[config.mk]
export PLATFORM = sky130hd
export DESIGN_NAME = s_to_p_rx
export DESIGN_NICKNAME = d
export VERILOG_FILES = /design/src/rtl/s2p_pkg.sv /design/src/rtl/s2p_out_buf.sv /design/src/rtl/s_to_p_rx.sv
export SDC_FILE = /design/constraint.sdc
export NUM_CORES = 1
export LEC_CHECK = 0
export BUFFER_PORTS_ARGS = -buffer_cell sky130_fd_sc_hd__buf_2
export CAP_MARGIN = 25
export CORE_ASPECT_RATIO = 0.75
export CORE_MARGIN = 2
export CORE_UTILIZATION = 25
export DETAILED_ROUTE_END_ITERATION = 16
export PLACE_DENSITY_LB_ADDON = 0.1
export SYNTH_ARGS = -nofsm -noshare
export SYNTH_HDL_FRONTEND = slang
export SYNTH_SLANG_ARGS = --single-unit
[constraint.sdc]
create_clock -name clk -period 4.79 [get_ports clk]
set_input_delay 1.437 -clock clk [delete_from_list [all_inputs] [get_ports clk]]
set_output_delay 1.437 -clock clk [all_outputs]
set_load 0.05 [all_outputs]
[src/rtl/s2p_pkg.sv]
// s2p_pkg: shared FSM encoding and constants for the serial-to-parallel receiver
package s2p_pkg;
  typedef enum logic [1:0] {IDLE, SHIFT, PAR} state_t;
  localparam int WORD_DEF = 8;
  localparam int CNT_W = $clog2(WORD_DEF + 1);
  localparam logic PAR_EVEN = 1'b0;
endpackage

[src/rtl/s2p_out_buf.sv]
// s2p_out_buf: one-entry valid/ready holding register with overrun detection
module s2p_out_buf #(
  parameter int WORD = 8
) (
  input  logic            clk,
  input  logic            reset,
  input  logic            load,
  input  logic [WORD-1:0] word,
  input  logic            rdy_i,
  output logic [WORD-1:0] data_o,
  output logic            valid_o,
  output logic            overrun_o
);
  import s2p_pkg::*;
  logic take;
  always_comb take = load && (!valid_o || rdy_i);
  always_ff @(posedge clk or negedge reset) begin
    if (!reset) begin
      data_o <= '0;
      valid_o <= 1'b0;
      overrun_o <= 1'b0;
    end else begin
      overrun_o <= load && valid_o && !rdy_i;
      if (take) begin
        data_o <= word;
        valid_o <= 1'b1;
      end else if (valid_o && rdy_i) begin
        valid_o <= 1'b0;
      end
    end
  end
endmodule

[src/rtl/s_to_p_rx.sv]
// s_to_p_rx: MSB-first serial word receiver; S2P_PARITY_EN adds a trailing even-parity bit
module s_to_p_rx
  import s2p_pkg::*;
#(
  parameter int WORD = 8
) (
  input  logic            clk,
  input  logic            reset,
  input  logic            start_n,
  input  logic            data_i,
  input  logic            rdy_i,
  output logic [WORD-1:0] data_o,
  output logic            valid_o,
  output logic            frame_err_o,
  output logic            overrun_o,
  output logic            parity_err_o
);
  localparam int CW = $clog2(WORD + 1);
  state_t state, state_n;
  logic [CW-1:0] cnt, cnt_n;
  logic [WORD-1:0] shift_reg, shift_n, word, ld_word;
  logic load, ferr_n, perr_n;
  always_comb begin
    state_n = state;
    cnt_n = cnt;
    word = {shift_reg[WORD-2:0], data_i};
    shift_n = shift_reg;
    ld_word = (state == PAR) ? shift_reg : word;
    load = 1'b0;
    ferr_n = 1'b0;
    perr_n = 1'b0;
    case (state)
      IDLE: if (!start_n) begin
        shift_n = word;
        cnt_n = CW'(1);
        state_n = SHIFT;
      end
      SHIFT: if (start_n) begin
        ferr_n = 1'b1;
        cnt_n = '0;
        state_n = IDLE;
      end else begin
        shift_n = word;
        cnt_n = cnt + 1'b1;
        if (cnt == CW'(WORD - 1)) begin
`ifdef S2P_PARITY_EN
          state_n = PAR;
`else
          state_n = IDLE;
          load = 1'b1;
`endif
        end
      end
`ifdef S2P_PARITY_EN
      PAR: begin
        state_n = IDLE;
        cnt_n = '0;
        ferr_n = start_n;
        perr_n = !start_n && ((^{shift_reg, data_i}) != PAR_EVEN);
        load = !start_n && ((^{shift_reg, data_i}) == PAR_EVEN);
      end
`endif
      default: state_n = IDLE;
    endcase
  end
  always_ff @(posedge clk or negedge reset) begin
    if (!reset) begin
      state <= IDLE;
      cnt <= '0;
      shift_reg <= '0;
      frame_err_o <= 1'b0;
    end else begin
      state <= state_n;
      cnt <= cnt_n;
      shift_reg <= shift_n;
      frame_err_o <= ferr_n;
    end
  end
`ifdef S2P_PARITY_EN
  always_ff @(posedge clk or negedge reset) begin
    if (!reset) parity_err_o <= 1'b0;
    else parity_err_o <= perr_n;
  end
`else
  assign parity_err_o = 1'b0;
  logic unused_perr;
  assign unused_perr = perr_n;
`endif
  s2p_out_buf #(.WORD(WORD)) u_buf (
    .clk(clk),
    .reset(reset),
    .load(load),
    .word(ld_word),
    .rdy_i(rdy_i),
    .data_o(data_o),
    .valid_o(valid_o),
    .overrun_o(overrun_o)
  );
endmodule

# Yosys cells after proc, flatten, opt, wreduce, memory -nomap -nowiden
# Index checks and enable logic that the tools add are counted.
# word_totals
regBits,25
# classes
add_sub_neg,1
n_mux,15
reduce_logical,14
eq_ne,5
bitwise_logic,1
# op_table
cell,n
2-to-1 mux 4 bit,2
2-to-1 mux 8 bit,1
case mux 4 bit (2 select lines),1
2-to-1 mux 1 bit,7
2-to-1 mux 2 bit,3
AND reduction 2 bit,3
adder 4 x 1 -> 4 bit (second input constant),1
equality test 4 x 3 -> 1 bit (second input constant),1
logical AND 1 bit,4
case mux 2 bit (2 select lines),1
nonzero test 2 bit,2
!= test 3 bit (second input constant),1
equality test 2 x 1 -> 1 bit (second input constant),1
equality test 2 bit (second input constant),1
logical NOT 1 bit,2
logical NOT 2 bit,1
!= test 2 bit (second input constant),1
OR reduction 2 bit,1
logical OR 1 bit,1
inverter 1 bit,1

# Logic depth before layout (Yosys ltp)
# Gate-level depths: netlist of run 1.
# depth
word_depth,6
mapped_depth,4
depth_no_buf,4

# Modules after synthesis
# From an unflattened synthesis of run 1, not the netlist that was laid out.
# unflattened
cells_unflattened,65
hier_area_um2,970.9
# by_module_without_submodules
module,seq_area_each_um2,instances,area_per_inst_um2,cells_per_inst
s_to_p_rx,325.3,1,564.3,42
s2p_out_buf,250.2,1,406.6,23

# Worst setup path before layout of run 1
# Ideal clock, no wire load.
# synth_path
kind,input port to flip-flop
start,input port start_n
end,register u_buf.data_o[0]
n_path_buf,1
arrival_ns,2.317
setup_slack_ns,2.348
cell_stages,3
cell_sequence,clkbuf_1 > nor3b_4 > mux2_2
# synth_via
elab_chain_cells,3
# synth_lines
item,line,text
"start, declared",s_to_p_rx.sv:9,"input logic start_n,"
2-to-1 mux 1 bit,s_to_p_rx.sv:38,SHIFT: if (start_n) begin
2-to-1 mux 1 bit,s_to_p_rx.sv:32,case (state)
logical AND 1 bit,s2p_out_buf.sv:16,always_comb take = load && (!valid_o || rdy_i);
"end signal, assigned",s2p_out_buf.sv:25,data_o <= word;
"end, declared",s2p_out_buf.sv:10,"output logic [WORD-1:0] data_o,"
# Every way passes these cells.
# A chain may end at the register's enable or synchronous reset.

# Worst setup path after layout of run 1
# layout_path
start,input port start_n
end,register u_buf.data_o[4]
# Same word-level chain as after synthesis.

==> flow_results.xml, run 1 <==
<?xml version="1.0" encoding="UTF-8"?>
<metrics>
  <group name="synth">
    <metric name="synth.top_cells.by_count" unit="">dfrtp_1 (23), mux2_2 (15), a22o_1 (3), nor2b_1 (3)</metric>
    <metric name="synth_area" unit="um2">920</metric>
    <metric name="synthMostInstantiatedCell" unit="">dfrtp_1</metric>
    <metric name="ys_dominant_reg_cell" unit="">dfrtp_1</metric>
    <metric name="netlist.area_leader.share" unit="%">62.6</metric>
    <metric name="library_cell_occupying_the_most_area_in_the_post_synthesis_netlist" unit="">dfrtp_1</metric>
    <metric name="synth.net_count" unit="">65</metric>
    <metric name="ys_types" unit="">19</metric>
    <metric name="ys_seq_area_share" unit="%">62.6</metric>
    <metric name="syn_avg_cell_area" unit="um2">15.6</metric>
    <metric name="synth-edff-count" unit="">0</metric>
    <metric name="synthTopCellsByArea" unit="">dfrtp_1 (63%), mux2_2 (18%), a22o_1 (2.9%)</metric>
    <metric name="ys_ff_latch" unit="">23</metric>
    <metric name="synthArstFlopShare" unit="%">100</metric>
    <metric name="ys_warn_count" unit="">0</metric>
    <metric name="postSynthCellCount" unit="">59</metric>
  </group>
  <group name="clock_tree">
    <metric name="post-cts-setup-buffer-count" unit="">0</metric>
    <metric name="cts_hold_buf" unit="">0</metric>
    <metric name="numCtsBuffers" unit="">3</metric>
    <metric name="postCtsResizedCells" unit="">0</metric>
    <metric name="clock_root_cell" unit="">clkbuf_8</metric>
    <metric name="cts_num_sinks" unit="">23</metric>
    <metric name="cts.clk_slew.worst_paths" unit="ns">0.08</metric>
    <metric name="tritoncts_clock_tree" unit="">built</metric>
    <metric name="cts.path.max_buffers" unit="">2</metric>
    <metric name="cts_max_level" unit="">1</metric>
    <metric name="clk_latency" unit="ns">0.26</metric>
  </group>
  <group name="floorplanning">
    <metric name="floorplan.io_pins" unit="">17</metric>
    <metric name="start_util" unit="%">25.6</metric>
    <metric name="dieWidth" unit="um">74.0</metric>
    <metric name="die_h" unit="um">56.5</metric>
    <metric name="die-area" unit="um2">4180</metric>
    <metric name="row_count" unit="">19</metric>
    <metric name="core_area" unit="um2">3590</metric>
  </group>
  <group name="finish">
    <metric name="antenna_cell_count" unit="">0</metric>
    <metric name="final_util" unit="%">30.3</metric>
    <metric name="largest_register_ffs" unit="">8</metric>
    <metric name="drive_above_1_share" unit="%">46.7</metric>
    <metric name="design.final.nets" unit="">82</metric>
    <metric name="synthesis_to_finish_area_growth" unit="%">18.4</metric>
  </group>
  <group name="worst_setup_path">
    <metric name="timing.critical_path.from" unit="">start_n</metric>
    <metric name="worst_setup_path_start_kind" unit="">input pin</metric>
    <metric name="critical_path_arrival" unit="ns">2.50</metric>
    <metric name="setup.worst_path.end_class" unit="">flip-flop</metric>
    <metric name="crit_path_max_fanout" unit="">15</metric>
    <metric name="timing.critical_path.required" unit="ns">4.94</metric>
    <metric name="category_of_the_critical_setup_timing_path" unit="">input pin to flip-flop</metric>
    <metric name="regToRegStartpoint" unit="">cnt[0]</metric>
  </group>
  <group name="pwr">
    <metric name="vdd.ir_drop.worst" unit="uV">153</metric>
    <metric name="power_per_cell_area" unit="nW/um2">364</metric>
    <metric name="power_leakage" unit="nW">0.540</metric>
  </group>
  <group name="timing">
    <metric name="worstMarginPinSlew" unit="ns">0.513</metric>
    <metric name="final.setup_skew" unit="ns">0.00212</metric>
    <metric name="slew_headroom" unit="%">65.8</metric>
    <metric name="min_period_over_period" unit="%">49.0</metric>
    <metric name="timing.final.max_slew_violations" unit="">0</metric>
    <metric name="final.setup.tns" unit="ns">0</metric>
    <metric name="unrepaired_setup_endpoints_after_global_routing" unit="">false</metric>
    <metric name="clock.fmax" unit="GHz">0.426</metric>
    <metric name="setup_viol" unit="">0</metric>
    <metric name="post-route-min-period" unit="ns">2.35</metric>
    <metric name="timing.final.hold_violations" unit="">0</metric>
  </group>
  <group name="grt">
    <metric name="first_global_vias" unit="">492</metric>
    <metric name="grt_antenna_before_repair" unit="">0</metric>
    <metric name="grt_max_degree" unit="">24</metric>
    <metric name="overflow" unit="">0</metric>
    <metric name="grt_util_all_layers" unit="%">8.02</metric>
    <metric name="grt_first_pass_wirelength" unit="um">2460</metric>
  </group>
  <group name="detailed_routing">
    <metric name="postRouteWirelength" unit="um">1450</metric>
    <metric name="dr_total_vias" unit="">494</metric>
    <metric name="drt_pre_antenna_iters" unit="">2</metric>
    <metric name="drt-vias-per-instance" unit="">3.89</metric>
    <metric name="ant_nets" unit="">0</metric>
    <metric name="drt_first_iter_violations" unit="">15</metric>
    <metric name="met3_wire_length" unit="um">93</metric>
    <metric name="detailroute.wirelength.met2" unit="um">589</metric>
    <metric name="top_layer_used" unit="">met4</metric>
    <metric name="met1Wirelength" unit="um">756</metric>
    <metric name="average_detailed_routed_wire_length_per_instance" unit="um">11.4</metric>
    <metric name="remaining_drc_errors" unit="">0</metric>
  </group>
  <group name="placement">
    <metric name="routabilityCongestion" unit="">0.608</metric>
    <metric name="io_buffers" unit="">15</metric>
    <metric name="dp_hpwl" unit="um">981</metric>
  </group>
  <group name="run">
    <metric name="cap_violations" unit="">0</metric>
  </group>
  <group name="min_path">
    <metric name="min-delay-start" unit="">u_buf.data_o[2]</metric>
    <metric name="hold_path_class" unit="">flip-flop to flip-flop</metric>
  </group>
  <group name="outcome">
    <metric name="status" unit="">complete, no violations</metric>
  </group>
</metrics>
-- layer usage --
layer	global-route usage (%)	up-vias
met1	11.0	243
li1	-	236
met5	0	-
met2	10.8	13
met3	4.85	2
met4	1.56	0
-- worst max-delay path, stage by stage --
cell     delay, ns
buf_2         0.20
nor3b_4       0.47
mux2_2        0.39
-- layout make-up --
cell class	count	area, um2
repair buffers	15	75.1
fillers	368	2500
flip-flops and latches	23	576
well taps	52	65.1
clock buffers	4	45.0
multi-input cells	33	328
-- through the flow --
stage / std cells / hold WS, ns / setup WS (ns) / area [um2] / power, W
after global placement: 123 / 0.488 / 2.15 / 1040 / 0.000282
after global routing: 127 / 0.535 / 2.39 / 1090 / 0.000417
after CTS: 127 / 0.513 / 2.43 / 1090 / 0.000402
final: 127 / 0.507 / 2.44 / 1090 / 0.000396
after floorplan: 59 / 0.474 / 2.35 / 920 / 0.000266
after detailed placement: 123 / 0.494 / 2.15 / 1040 / 0.000281
-- cells by family after synthesis --
kind of cell,synth area share (%)
AO/OA/AOI/OAI,3.40
XOR/XNOR,1.91
adder cells (fa/ha/maj),1.36
buffers and inverters,1.77
flip-flops,62.6
multiplexers,19.5
other,0.408
AND/OR/NAND/NOR,9.12
-- worst paths after layout --
| path | to | slack [ns] | cells after the start |
|---|---|---|---|
| setup / recovery | u_buf.data_o[4] | 2.44 | 3 |
| hold / removal | u_buf.data_o[2] | 0.51 | 1 |
| setup reg to reg | u_buf.data_o[4] | 3.05 | 4 |
| hold reg to reg | u_buf.data_o[2] | 0.51 | 1 |
| max in group asynchronous | cnt[0] | 3.31 | 1 |
| min in group asynchronous | u_buf.data_o[2] | 1.14 | 1 |
-- power breakdown --
part,switching (W),internal (W),total [W]
Combinational,0.0000275,0.0000206,0.0000481
Sequential,0.0000139,0.000214,0.000228
Clock,0.0000606,0.0000593,0.000120
Total,0.000102,0.000294,0.000396
-- placed cells by master (no fill, tap or decap) --
cell / netlist / final
buf_2: 1 / 15
conb_1: 1 / 1
mux2i_1: 1 / 1
ha_1: 1 / 1
mux2_2: 15 / 15
xor2_1: 1 / 1
nand2b_1: 1 / 1
xnor2_1: 1 / 1
a22o_1: 3 / 3
nor2b_1: 3 / 3
clkbuf_1: 1 / 1
clkbuf_8: 0 / 3
nor3_1: 1 / 1
nand3_1: 1 / 1
nor3b_4: 1 / 1
nand4b_4: 1 / 1
and2_1: 1 / 1
o21ai_0: 1 / 1
dfrtp_1: 23 / 23
Note: power is estimated with default switching activity, not from simulation.
==> inputs of run 2 (changes only) <==
clock period = 2.4 ns   (was 4.79 ns; I/O delays follow)
==> run 2 against run 1 <==
Net effect:
- clock skew hardly changed
- final area stayed put
- worst setup slack worse by 1.8 ns
- hold slack worse by 0.088 ns
- register-to-register slack worse by 2.4 ns
- sequential power is 100% higher
- sequential share of layout area stayed put
- via count is 1.2% lower
- clock power is 97% higher
- power is 99% higher
==> flow_results.xml, run 2 (synthesized netlist as in run 1, its figures left out) <==
<?xml version="1.0" encoding="UTF-8"?>
<metrics>
  <group name="outcome">
    <metric name="status" unit="">complete, no violations</metric>
  </group>
  <group name="finish">
    <metric name="multi_input_area" unit="um2">328</metric>
    <metric name="drive_above_1_share" unit="%">46.7</metric>
    <metric name="largest_register_ffs" unit="">8</metric>
    <metric name="antenna_cell_count" unit="">0</metric>
    <metric name="num-fill-cells" unit="">371</metric>
    <metric name="design.final.nets" unit="">82</metric>
    <metric name="commonest_non_fill_non_tap_cell_in_the_layout" unit="">dfrtp_1</metric>
    <metric name="final_util" unit="%">30.3</metric>
    <metric name="postLayoutCellArea" unit="um2">1090</metric>
    <metric name="commonest_cells_after_routing_fill_and_taps_aside" unit="">dfrtp_1 (23), mux2_2 (15), buf_2 (15)</metric>
    <metric name="regArea" unit="um2">576</metric>
    <metric name="synthesis_to_finish_area_growth" unit="%">18.4</metric>
  </group>
  <group name="detailed_routing">
    <metric name="postRouteWirelength" unit="um">1430</metric>
    <metric name="drt_first_iter_violations" unit="">13</metric>
    <metric name="dr_total_vias" unit="">488</metric>
    <metric name="drt-vias-per-instance" unit="">3.84</metric>
    <metric name="ant_nets" unit="">0</metric>
    <metric name="average_detailed_routed_wire_length_per_instance" unit="um">11.3</metric>
    <metric name="drt_pre_antenna_iters" unit="">3</metric>
    <metric name="remaining_drc_errors" unit="">0</metric>
  </group>
  <group name="clock_tree">
    <metric name="postCtsResizedCells" unit="">0</metric>
    <metric name="cts_max_level" unit="">1</metric>
    <metric name="cts.path.max_buffers" unit="">2</metric>
    <metric name="cts_num_sinks" unit="">23</metric>
    <metric name="clk_latency" unit="ns">0.26</metric>
    <metric name="cts.clk_slew.worst_paths" unit="ns">0.08</metric>
    <metric name="post-cts-setup-buffer-count" unit="">0</metric>
    <metric name="numCtsBuffers" unit="">3</metric>
    <metric name="tritoncts_clock_tree" unit="">built</metric>
    <metric name="cts_hold_buf" unit="">0</metric>
    <metric name="clock_root_cell" unit="">clkbuf_8</metric>
  </group>
  <group name="floorplanning">
    <metric name="dieWidth" unit="um">74.0</metric>
    <metric name="start_util" unit="%">25.6</metric>
    <metric name="row_count" unit="">19</metric>
    <metric name="die_h" unit="um">56.5</metric>
    <metric name="die-area" unit="um2">4180</metric>
    <metric name="floorplan.io_pins" unit="">17</metric>
    <metric name="core_area" unit="um2">3590</metric>
  </group>
  <group name="grt">
    <metric name="grt_antenna_before_repair" unit="">0</metric>
    <metric name="grt_util_all_layers" unit="%">8.02</metric>
    <metric name="grt_first_pass_wirelength" unit="um">2460</metric>
    <metric name="grt_max_degree" unit="">24</metric>
    <metric name="overflow" unit="">0</metric>
    <metric name="first_global_vias" unit="">492</metric>
  </group>
  <group name="timing">
    <metric name="worstMarginPinSlew" unit="ns">0.504</metric>
    <metric name="hold-worst-slack" unit="ns">0.419</metric>
    <metric name="min_period_over_period" unit="%">72.6</metric>
    <metric name="unrepaired_setup_endpoints_after_global_routing" unit="">false</metric>
    <metric name="slew_headroom" unit="%">66.4</metric>
    <metric name="setup_viol" unit="">0</metric>
    <metric name="final.setup_skew" unit="ns">0.00200</metric>
    <metric name="timing.final.max_slew_violations" unit="">0</metric>
    <metric name="timing.final.hold_violations" unit="">0</metric>
    <metric name="final.setup.tns" unit="ns">0</metric>
    <metric name="clock.fmax" unit="GHz">0.574</metric>
    <metric name="post-route-min-period" unit="ns">1.74</metric>
  </group>
  <group name="placement">
    <metric name="routabilityCongestion" unit="">0.608</metric>
    <metric name="postPlaceCellArea" unit="um2">1040</metric>
    <metric name="io_buffers" unit="">15</metric>
    <metric name="dp_hpwl" unit="um">987</metric>
  </group>
  <group name="pwr">
    <metric name="vdd.ir_drop.worst" unit="uV">302</metric>
    <metric name="power_per_cell_area" unit="nW/um2">724</metric>
    <metric name="power_leakage" unit="nW">0.540</metric>
    <metric name="power" unit="W">0.000788</metric>
  </group>
  <group name="worst_setup_path">
    <metric name="timing.critical_path.slowest_cell_delay" unit="ns">0.44</metric>
    <metric name="timing.critical_path.required" unit="ns">2.55</metric>
    <metric name="cells_on_worst_reg2reg_path" unit="">4</metric>
    <metric name="worst_setup_path_start_kind" unit="">flip-flop</metric>
    <metric name="worst_path_max_delay_cell" unit="">nor3b_4</metric>
    <metric name="setup.worst_path.end_class" unit="">flip-flop</metric>
    <metric name="critical_path_arrival" unit="ns">1.89</metric>
    <metric name="crit_path_max_fanout" unit="">8</metric>
    <metric name="category_of_the_critical_setup_timing_path" unit="">flip-flop to flip-flop</metric>
    <metric name="worstPathCellList" unit="">ha_1, nand4b_4, nor3b_4, mux2_2</metric>
  </group>
  <group name="min_path">
    <metric name="hold_path_class" unit="">input pin to asynchronous set/reset pin</metric>
  </group>
  <group name="run">
    <metric name="cap_violations" unit="">0</metric>
  </group>
</metrics>
## run 2: critical path: cells and delay by family, from the launching register on
family,cells,cell delay (ns)
mux,1,0.39
flops,1,0.40
simple gates,2,0.59
fa+ha+maj,1,0.25
## run 2: per-stage QoR
step	std cells	setup slack [ns]
2_1_floorplan	59	0.675
3_3_place_gp	123	0.481
3_5_place_dp	123	0.473
4_1_cts	127	0.634
5_1_grt	127	0.561
6_report	127	0.657
## run 2: worst paths after layout
kind | startpoint | endpoint | slack [ns]
setup / recovery | cnt[0] | u_buf.data_o[4] | 0.66
hold / removal | reset | u_buf.data_o[2] | 0.42
setup reg to reg | cnt[0] | u_buf.data_o[4] | 0.66
hold reg to reg | u_buf.data_o[2] | u_buf.data_o[2] | 0.51
max in group asynchronous | reset | shift_reg[5] | 1.64
min in group clk | u_buf.data_o[2] | u_buf.data_o[2] | 0.51
## run 2: final cells by class
class / count / area share [%]
sequential: 23 / 52.9
tap: 52 / 5.98
multi-input combinational: 33 / 30.1
timing repair buffer: 15 / 6.90
clock buffer: 4 / 4.14
## run 2: layer usage
metal / up-vias / share of wire (%) / wire length [um] / GRT usage (%)
met2: 13 / 42 / 608 / 10.8
met3: 2 / 6.1 / 87 / 4.85
li1: 237 / - / - / -
met5: - / 0 / 0 / 0
met4: 0 / 0.91 / 13 / 1.56
met1: 236 / 51 / 725 / 11.0
## run 2: power breakdown
| group | switching (W) | internal [W] |
|---|---|---|
| Combinational | 0.0000548 | 0.0000411 |
| Clock | 0.000118 | 0.000118 |
| Sequential | 0.0000274 | 0.000428 |
| Total | 0.000201 | 0.000587 |
